### src/rtl/rx_slicer_pkg.sv
// Shared receive/transmit constants for the slicer and the transmit filter.
package rx_slicer_pkg;
  localparam int NB_DEF     = 8;
  localparam int NBF_DEF    = 7;
  localparam int OS_DEF     = 4;
  localparam int NB_CNT_DEF = 32;
  localparam int NB_DLY_DEF = 6;

  // Bit value carried by a negative symbol; must match the transmit mapper.
  localparam logic BIT_NEG = 1'b1;

  function automatic logic slice_sign(input logic sign);
    return sign ? BIT_NEG : ~BIT_NEG;
  endfunction
endpackage

### src/rtl/rx_slicer_ber_counter.sv
// Saturating event counter with synchronous clear; clear has priority over increment.
module ber_counter #(
  parameter int NB_CNT = 32
) (
  input  logic              clock,
  input  logic              reset,
  input  logic              i_clear,
  input  logic              i_inc,
  output logic [NB_CNT-1:0] o_count
);
  always_ff @(posedge clock) begin
    if (reset || i_clear)
      o_count <= '0;
    else if (i_inc && (o_count != {NB_CNT{1'b1}}))
      o_count <= o_count + 1'b1;
  end
endmodule

### src/rtl/rx_slicer.sv
// Decimating sign slicer with optional BER checker against a delayed reference.
// BER checking is built only when RX_SLICER_BER_CHECK_EN is defined.
module rx_slicer
  import rx_slicer_pkg::*;
#(
  parameter int NB     = NB_DEF,
  parameter int NBF    = NBF_DEF,
  parameter int OS     = OS_DEF,
  parameter int NB_CNT = NB_CNT_DEF,
  parameter int NB_DLY = NB_DLY_DEF
) (
  input  logic                  clock,
  input  logic                  reset,
  input  logic [NB-1:0]         i_data,
  input  logic                  i_enable,
  input  logic [$clog2(OS)-1:0] i_phase,
  input  logic                  i_ref_bit,
  input  logic                  i_ref_valid,
  input  logic [NB_DLY-1:0]     i_delay,
  input  logic                  i_clear,
  output logic                  o_bit,
  output logic                  o_valid,
  output logic [NB_CNT-1:0]     o_err_count,
  output logic [NB_CNT-1:0]     o_bit_count
);
  localparam int NB_PH = $clog2(OS);

  if (NBF >= NB) begin : g_bad_fmt
    $error("rx_slicer: NBF must be smaller than NB");
  end

  logic [NB_PH-1:0] phase;
  logic             event_hit;
  logic             det_bit;
  logic             unused_data;

  // Only the sign of the sample carries the decision.
  assign unused_data = ^i_data[NB-2:0];
  assign event_hit   = i_enable && (phase == i_phase);
  assign det_bit     = slice_sign(i_data[NB-1]);

  // OS is a power of two, so the counter wraps OS-1 -> 0 by overflow.
  always_ff @(posedge clock) begin
    if (reset) begin
      phase   <= '0;
      o_bit   <= 1'b0;
      o_valid <= 1'b0;
    end else begin
      o_valid <= event_hit;
      if (event_hit) o_bit <= det_bit;
      if (i_enable) phase <= phase + 1'b1;
    end
  end

`ifdef RX_SLICER_BER_CHECK_EN
  localparam int DEPTH = 2 ** NB_DLY;

  logic [DEPTH-1:0] dly;
  logic             ref_tap;
  logic             cnt_en;
  logic             err_en;

  // Tap is read before this cycle's shift, so a coincident strobe is not seen.
  assign ref_tap = dly[i_delay];
  assign cnt_en  = event_hit && !i_clear;
  assign err_en  = cnt_en && (det_bit != ref_tap);

  always_ff @(posedge clock) begin
    if (reset)
      dly <= '0;
    else if (i_ref_valid)
      dly <= {dly[DEPTH-2:0], i_ref_bit};
  end

  ber_counter #(.NB_CNT(NB_CNT)) u_bit_cnt (
    .clock   (clock),
    .reset   (reset),
    .i_clear (i_clear),
    .i_inc   (cnt_en),
    .o_count (o_bit_count)
  );

  ber_counter #(.NB_CNT(NB_CNT)) u_err_cnt (
    .clock   (clock),
    .reset   (reset),
    .i_clear (i_clear),
    .i_inc   (err_en),
    .o_count (o_err_count)
  );
`else
  logic unused_ref;

  assign unused_ref  = ^{i_ref_bit, i_ref_valid, i_delay, i_clear};
  assign o_err_count = '0;
  assign o_bit_count = '0;
`endif
endmodule
### config.mk
export PLATFORM = sky130hd
export DESIGN_NAME = rx_slicer
export DESIGN_NICKNAME = d
export VERILOG_FILES = /design/src/rtl/rx_slicer_pkg.sv /design/src/rtl/rx_slicer_ber_counter.sv /design/src/rtl/rx_slicer.sv
export SDC_FILE = /design/constraint.sdc
export NUM_CORES = 1
export LEC_CHECK = 0
export BUFFER_PORTS_ARGS = -buffer_cell sky130_fd_sc_hd__buf_2
export CAP_MARGIN = 20
export CORE_MARGIN = 5
export CORE_UTILIZATION = 31
export DETAILED_ROUTE_END_ITERATION = 8
export GPL_ROUTABILITY_DRIVEN = 0
export MAX_ROUTING_LAYER = met4
export PLACE_DENSITY = 0.81
export REMOVE_ABC_BUFFERS = 1
export SLEW_MARGIN = 20
export SYNTH_ARGS = -nofsm -noshare
export SYNTH_HDL_FRONTEND = slang
export SYNTH_HIERARCHICAL = 1
export SYNTH_SLANG_ARGS = --single-unit
export TNS_END_PERCENT = 100
### constraint.sdc
create_clock -name clock -period 1.04 [get_ports clock]
set_clock_uncertainty 0.05 [all_clocks]
set_input_delay 0.208 -clock clock [delete_from_list [all_inputs] [get_ports clock]]
set_output_delay 0.208 -clock clock [all_outputs]
set_load 0.02 [all_outputs]
# Word level (Yosys, flattened, before mapping)
# Index checks and enable logic that the tools add are counted.
[op_classes]
add_sub_neg = 1
n_eq_ne = 1
mux = 1
reduce_logical = 1
[op_table]
columns = ["operator", "count"]
rows = [
  ["$add A2 B1 Y2 const B", 1],
  ["$eq A2 B2 Y1", 1],
  ["$logic_and A1 B1 Y1", 1],
  ["$mux W1", 1],
]
[totals]
regBits = 4
in_bits = 22
out_inout_bits = 66
word_cells = 7

# Depth between registers and ports, before layout
# Gate-level depths: netlist of the first run.
[logic_depth]
word_depth = 2
ltp_mapped = 3
mapped_depth_nobuf = 3

# Worst setup path before layout of the first run
# Ideal clock, no wire load.
[synth_timing]
kind = "register to register"
start = "register phase[0]"
end = "register o_bit"
setup_time_ns = 0.072
t_arrival_ns = 0.811
required_time_ns = 0.918
path_slack_ns = 0.107
stages_incl_launch_ff = 4
n_path_buf = 0
period_less_slack_ns = 0.933
path_cell_list = "dfxtp_1 xnor2_1 and3_4 mux2i_1"
[synth_between]
elab_chain_len = 2
[synth_rtl]
columns = ["element", "line", "text"]
rows = [
  ["start, declared", "rx_slicer.sv:32", "logic [NB_PH-1:0] phase;"],
  ["start signal, assigned", "rx_slicer.sv:51", "if (i_enable) phase <= phase + 1'b1;"],
  ["$eq A2 B2 Y1", "rx_slicer.sv:39", "assign event_hit = i_enable && (phase == i_phase);"],
  ["$logic_and A1 B1 Y1", "rx_slicer.sv:39", ""],
  ["end signal, assigned", "rx_slicer.sv:50", "if (event_hit) o_bit <= det_bit;"],
  ["end, declared", "rx_slicer.sv:21", "output logic o_bit,"],
]
# No other way between the ends.
# A chain may end at the register's enable or synchronous reset.

# Worst setup path in the final report of the first run
[layout_timing]
start = "register o_bit"
end = "output port o_bit"
# No word-level cell between the ends.

==> impl_metrics.ini, run 1 <==
[clock_tree]
cts_sinks = 4
post_cts_buffers = 0
cts_buffers = 3
cts-root-buf = clkbuf_4
clk-insertion-delay-late_ns = 0.23
clkTransAtPathRegs_ns = 0.04
h-tree-depth = 1
cts.repair.resized = 0
cts_hold_buf = 0
clock_path_buffers = 2
cts_tree = yes

[power]
power.share.clock_pct = 30.2
combinationalPowerShare_pct = 42.2
netSwitchingPower_mw = 0.303
p_leak_nw = 0.312
p_seq_share_pct = 27.6
swShare_pct = 48.0
internal_power_mw = 0.328
peakVddDrop_mv = 0.515
power_density_nw_per_um2 = 1270

[critical_path]
cp.buffers_inverters = 1
critical_path_arrival_ns = 0.73
end_kind = primary output
crit_family = flip-flops
worst_ep_required_time_ns = 0.78
crit_chain = buf_2
startpoint_type = flip-flop
critPathMaxFanout = 2
worstSetupPathType = flip-flop to primary output
cp_slowest_cell = dfxtp_1
slowest_delay_ns = 0.33

[sta]
setup_violations = 0
finalWorstSetupSlack_ns = 0.0538
slew_violations = 0
timing.final.crit_share_pct = 94.8
fin_crit_ns = 0.986
rsz0062_at_grt = false
fin_setup_tns_ns = 0
whs_ns = 0.136
timing.fmax_mhz = 1010
hold_viol_final = 0

[logic_synthesis]
syn_avg_cell_area_um2 = 8.03
syn_area_um2 = 651
seq_area_frac_synth_pct = 12.3
synth.distinct_cells = 11
synth_seq_cells = 4
netlist_instances = 81
ys.warnings.count = 6

[detailed_routing]
routed_wl_um = 845
drt_pass1_iterations = 1
wl_met1_um = 212
highest_layer = met4
wl_per_cell_um = 7.22
wl_met2_um = 432
met3WireLength_um = 183
viasPerCell = 2.55
drt_iter0_drc = 0
ant_nets = 0
vias = 298
remaining_drc_errors = 0

[floorplan]
die_x_um = 55.8
pin_count = 88
die_area_um2 = 3110
initial_core_util_pct = 32.8
fp.dieH_um = 55.8
rows = 16
core_um2 = 1980

[final_layout]
fillers = 230
syn_to_final_growth_pct = -23.5
diodes = 0
fin_cells = 117
layout_common_cells = 64 x conb_1, 7 x buf_2, 4 x dfxtp_1
drive_gt1_share_pct = 12.2
multi_input_area_um2 = 327
seqCellArea_um2 = 80.1
final_common_cell = conb_1
fin_nets = 114

[global_routing]
grt_max_degree = 6
track_usage_pct = 5.23
antenna_found_initial = 0
gr-total-overflow = 0
grt_pass1_vias = 266
grt_first_pass_wirelength_mm = 1.15

[place]
pre_cts_slack_ns = 0.0618
io_buffer_count = 7
place_inst = 114

[outcome]
outcome = complete, no violations

[job]
maxCapViolCount = 0

[worst_hold_path]
min_path_type = input port to flip-flop
==> worst paths after layout <==
path / slack, ns / endpoint / start / cells past startpoint
setup / recovery: 0.05 / o_bit / o_bit / 1
hold / removal: 0.14 / phase[0] / reset / 2
setup reg to reg: 0.06 / o_bit / phase[0] / 3
hold reg to reg: 0.42 / o_bit / o_bit / 2
==> power groups by stage <==
| stage | sequential (mW) | combinational (mW) | clock (mW) |
|---|---|---|---|
| detailed placement | 0.177 | 0.258 | 0 |
| finish | 0.174 | 0.266 | 0.190 |
| CTS | 0.175 | 0.258 | 0.203 |
| floorplan | 0.181 | 0.233 | 0 |
| global placement | 0.176 | 0.257 | 0 |
| global route | 0.175 | 0.285 | 0.216 |
==> Yosys cell counts <==
cell      count  area, µm²
nand2b_1      2       12.5
and3_4        1       11.3
dfxtp_1       4       80.1
nor2_1        2       7.51
xnor2_1       3       26.3
mux2i_1       1       10.0
nand2_1       1       3.75
nor2b_1       1       6.26
conb_1        1       3.75
buf_4        64        480
xor2_1        1       8.76
==> registers in the layout, indices dropped and copies added, names as in the netlist <==
signal and count:
phase 2, o_bit 1, o_valid 1
==> cell type report <==
class | instances | area share [%]
Clock buffer | 3 | 4.52
Multi-Input combinational cell | 76 | 65.6
Sequential cell | 4 | 16.1
Tap cell | 27 | 6.78
Timing Repair Buffer | 7 | 7.04
==> through the flow <==
step / total power, mW / area [µm²] / utilization (%)
global route: 0.677 / 498 / 25.1
global placement: 0.433 / 475 / 24.0
detailed placement: 0.435 / 475 / 24.0
floorplan: 0.414 / 407 / -
CTS: 0.637 / 498 / 25.1
finish: 0.631 / 498 / 25.1
==> routing by layer <==
layer	GRT usage, %	vias to the layer above
met2	7.43	38
met5	-	-
met3	4.18	2
met1	4.12	123
met4	5.08	0
li1	-	135
==> logic make-up (layout without fill, tap and decap cells) <==
| logic type | Yosys count | after routing | share of synthesized area (%) |
|---|---|---|---|
| buffers and inverters | 64 | 10 | 73.8 |
| and+or+nand+nor | 7 | 7 | 6.35 |
| xor gates and xnor gates | 4 | 4 | 5.39 |
| DFF | 4 | 4 | 12.3 |
| other | 1 | 64 | 0.576 |
| muxes | 1 | 1 | 1.54 |
(Power assumes the default switching activity.)
==> run 2: changes to the inputs <==
--- a/config.mk
+++ b/config.mk
@@ -8,11 +8,11 @@
 export BUFFER_PORTS_ARGS = -buffer_cell sky130_fd_sc_hd__buf_2
 export CAP_MARGIN = 20
 export CORE_MARGIN = 5
-export CORE_UTILIZATION = 31
+export CORE_UTILIZATION = 33
 export DETAILED_ROUTE_END_ITERATION = 8
 export GPL_ROUTABILITY_DRIVEN = 0
 export MAX_ROUTING_LAYER = met4
-export PLACE_DENSITY = 0.81
+export PLACE_DENSITY = 0.85
 export REMOVE_ABC_BUFFERS = 1
 export SLEW_MARGIN = 20
 export SYNTH_ARGS = -nofsm -noshare
==> constraint.sdc (replaced) <==
create_clock -name clock -period 1.2 [get_ports clock]
set_clock_uncertainty 0.05 [all_clocks]
set_input_delay 0.24 -clock clock [delete_from_list [all_inputs] [get_ports clock]]
set_output_delay 0.24 -clock clock [all_outputs]
set_load 0.05 [all_outputs]
==> run 2 against run 1 <==
Sequential cell count unchanged. Non-clock buffer count is the same. Die area is 5.0% lower. Combinational power rose by 87%. Routed wire length down 8.2%. Global-route usage shrank 0.89 points. Register-to-register slack gained 0.17 ns. Clock power shrank 17%. Clock-buffer cell count is the same. Power grew 28%.
==> impl_metrics.ini, run 2 (synthesis gave the netlist of run 1 again) <==
[outcome]
outcome = complete, no violations

[final_layout]
syn_to_final_growth_pct = -23.5
seqCellArea_um2 = 80.1
diodes = 0
fillers = 235
final_common_cell = conb_1
multi_input_area_um2 = 327
fin_nets = 114
largest_register_ffs = 2
layout_common_cells = 64 x conb_1, 7 x buf_2, 4 x dfxtp_1
drive_gt1_share_pct = 12.2
top_register = phase
largestRegisters = phase (2), o_bit (1), o_valid (1)

[global_routing]
grt_max_degree = 6
track_usage_pct = 4.34
grt_first_pass_wirelength_um = 786
gr-total-overflow = 0
grt_pass1_vias = 206
antenna_found_initial = 0

[critical_path]
startpoint_type = flip-flop
crit_chain = buf_2
critPathMaxFanout = 2
worstSetupPathType = flip-flop to primary output
end_kind = primary output
crit_family = flip-flops
critical_path_arrival_ns = 0.81
worst_ep_required_time_ns = 0.91
cp.buffers_inverters = 1
slowest_delay_ns = 0.32
cp_slowest_cell = dfxtp_1

[clock_tree]
cts_hold_buf = 0
h-tree-depth = 1
cts.repair.resized = 0
cts_sinks = 4
cts_buffers = 3
clkTransAtPathRegs_ns = 0.03
cts-root-buf = clkbuf_4
post_cts_buffers = 0
cts_tree = yes
clk-insertion-delay-late_ns = 0.23
clock_path_buffers = 2

[floorplan]
fp.dieH_um = 54.4
core_um2 = 1920
rows = 16
pin_count = 88
die_x_um = 54.4
die_area_um2 = 2960
initial_core_util_pct = 33.9

[detailed_routing]
met3WireLength_um = 215
wl_met2_um = 347
drt_pass1_iterations = 4
drt_iter0_drc = 2
ant_nets = 0
routed_wl_um = 776
vias = 287
highest_layer = met3
wl_met1_um = 212
remaining_drc_errors = 0
wl_per_cell_um = 6.63
viasPerCell = 2.45

[worst_hold_path]
min_path_type = input port to flip-flop

[sta]
hold_viol_final = 0
fin_setup_tns_ns = 0
setup_violations = 0
finalWorstSetupSlack_ns = 0.101
slew_violations = 0
timing.final.crit_share_pct = 91.5
rsz0062_at_grt = false
timing.fmax_mhz = 910
fin_crit_ns = 1.10

[job]
maxCapViolCount = 0

[power]
peakVddDrop_mv = 0.642
internal_power_mw = 0.284
netSwitchingPower_mw = 0.522
power.share.clock_pct = 19.5
swShare_pct = 64.8
p_leak_nw = 0.312
p_seq_share_pct = 18.7
power_density_nw_per_um2 = 1620
combinationalPowerShare_pct = 61.7

[place]
hpwlAfterDp_um = 752
pre_cts_slack_ns = 0.227
io_buffer_count = 7
run 2: cell counts in the layout (fill, tap and decap cells not counted):
No cell type changed its count.
run 2: power by group through the flow:
stage	logic [mW]	clock network, mW	registers (mW)
4_1_cts	0.491	0.167	0.151
3_5_place_dp	0.491	0	0.153
3_3_place_gp	0.490	0	0.153
5_1_grt	0.518	0.174	0.152
6_report	0.498	0.157	0.151
2_1_floorplan	0.461	0	0.165
run 2: metal layers:
layer | global-route usage [%] | up-vias
met2 | 4.18 | 38
li1 | - | 137
met1 | 4.85 | 112
met4 | 1.24 | 0
met3 | 5.72 | 0
met5 | - | -
run 2: area by class of cell:
class	count	share of cell area [%]
Clock buffer	3	4.52
Multi-Input combinational cell	76	65.6
Sequential cell	4	16.1
Tap cell	27	6.78
Timing Repair Buffer	7	7.04
run 2: path summary, 6_finish.rpt:
kind | startpoint | endpoint | slack (ns) | cells after the start
setup / recovery | o_bit | o_bit | 0.10 | 1
hold reg to reg | o_bit | o_bit | 0.42 | 2
hold / removal | reset | o_valid | 0.17 | 2
setup reg to reg | phase[0] | o_bit | 0.23 | 3
run 2: per-stage QoR:
step                cells  util [%]  area, µm²  total power, mW  hold slack (ns)
finish                117      25.9        498            0.806            0.174
floorplan              80         -        407            0.626            0.262
CTS                   117      25.9        498            0.809            0.168
global route          117      25.9        498            0.845            0.203
global placement      114      24.7        475            0.643            0.409
detailed placement    114      24.7        475            0.644            0.413
==> run 3: changes to the inputs <==
--- a/config.mk
+++ b/config.mk
@@ -13,6 +13,7 @@
 export GPL_ROUTABILITY_DRIVEN = 0
 export MAX_ROUTING_LAYER = met4
 export PLACE_DENSITY = 0.85
+export RECOVER_POWER = 100
 export REMOVE_ABC_BUFFERS = 1
 export SLEW_MARGIN = 20
 export SYNTH_ARGS = -nofsm -noshare
==> run 3 against run 2 <==
First-iteration DRC count decreased by 50%. Sequential cell count stayed put. Clock power barely moved. Clock-buffer cell count did not move. Power fell by 0.35%. Via count unchanged. Sequential power about the same.
==> impl_metrics.ini, run 3 (synthesis gave the netlist of run 1 again) <==
[outcome]
outcome = complete, no violations

[sta]
fin_crit_ns = 1.12
timing.final.crit_share_pct = 93.4
fin_setup_tns_ns = 0
hold_viol_final = 0
setup_violations = 0
rsz0062_at_grt = false
slew_violations = 0
timing.fmax_mhz = 892
finalWorstSetupSlack_ns = 0.0788

[final_layout]
drive_gt1_share_pct = 11.1
syn_to_final_growth_pct = -24.2
top_register = phase
largestRegisters = phase (2), o_bit (1), o_valid (1)
multi_input_area_um2 = 322
final_common_cell = conb_1
largest_register_ffs = 2
layout_common_cells = 64 x conb_1, 5 x buf_2, 4 x dfxtp_1
fin_nets = 114
fillers = 236
diodes = 0
seqCellArea_um2 = 80.1

[clock_tree]
cts_hold_buf = 0
cts_buffers = 3
cts.repair.resized = 0
clkTransAtPathRegs_ns = 0.03
clock_path_buffers = 2
cts-root-buf = clkbuf_4
post_cts_buffers = 0
clk-insertion-delay-late_ns = 0.23
cts_sinks = 4
cts_tree = yes
h-tree-depth = 1

[floorplan]
initial_core_util_pct = 33.9
die_area_um2 = 2960
core_um2 = 1920
fp.dieH_um = 54.4
rows = 16
pin_count = 88
die_x_um = 54.4

[power]
power_density_nw_per_um2 = 1630
p_leak_nw = 0.312
peakVddDrop_mv = 0.642

[place]
io_buffer_count = 7
hpwlAfterDp_um = 752
pre_cts_slack_ns = 0.227

[critical_path]
worst_ep_required_time_ns = 0.91
critical_path_arrival_ns = 0.83
crit_start = o_bit
end_kind = primary output
r2r-start = phase[0]
r2r-end = o_bit
cp.buffers_inverters = 1
crit_chain = clkbuf_2
r2r_slack_ns = 0.21
crit_cells = 1
cp_slowest_cell = dfxtp_1
worstSetupPathType = flip-flop to primary output
slowest_delay_ns = 0.32
crit_family = flip-flops
startpoint_type = flip-flop
critPathMaxFanout = 2
ff2ff_path_depth = 3

[detailed_routing]
ant_nets = 0
drt_pass1_iterations = 4
remaining_drc_errors = 0
wl_per_cell_um = 6.68
viasPerCell = 2.45
vias = 287
routed_wl_um = 781
drt_iter0_drc = 1

[worst_hold_path]
hold_path_startpoint = reset
whs_path_depth = 2
min_to = o_valid
min_path_type = input port to flip-flop

[job]
maxCapViolCount = 0

[global_routing]
grt_max_degree = 6
antenna_found_initial = 0
gr-total-overflow = 0
track_usage_pct = 4.34
grt_first_pass_wirelength_um = 786
grt_pass1_vias = 206
run 3: routing by layer:
layer	GRT usage, %	up-vias	share of wire, %
met5	-	-	0
met3	5.72	0	27
li1	-	137	-
met2	4.18	38	44
met4	1.24	0	0
met1	4.85	112	28
run 3: power breakdown:
| group | total (mW) | switching [mW] | internal (mW) |
|---|---|---|---|
| sequential | 0.151 | 0.00733 | 0.144 |
| clock | 0.157 | 0.0459 | 0.111 |
| combinational | 0.495 | 0.468 | 0.0263 |
| total | 0.803 | 0.522 | 0.282 |
run 3: layout make-up:
cell class                 instances  share of cell area, %
clock buffer                       3                   4.57
tap                               27                   6.85
timing repair buffer               7                   7.11
multi-input combinational         76                   65.2
sequential                         4                   16.2
run 3: worst max-delay path by stage:
| stage | end | slack, ns |
|---|---|---|
| 2_1_floorplan | o_bit | 0.27 |
| 3_3_place_gp | o_bit | 0.24 |
| 3_5_place_dp | o_bit | 0.23 |
| 4_1_cts | o_bit | 0.09 |
| 5_1_grt | o_bit | 0.06 |
| 6_report | o_bit | 0.08 |
run 3: metrics by stage:
step	util, %	area (µm²)	power, mW	instances	hold slack (ns)
3_3_place_gp	24.7	475	0.643	114	0.409
4_1_cts	25.9	498	0.809	117	0.168
2_1_floorplan	-	407	0.626	80	0.262
5_1_grt	25.7	493	0.841	117	0.203
3_5_place_dp	24.7	475	0.644	114	0.413
6_report	25.7	493	0.803	117	0.177
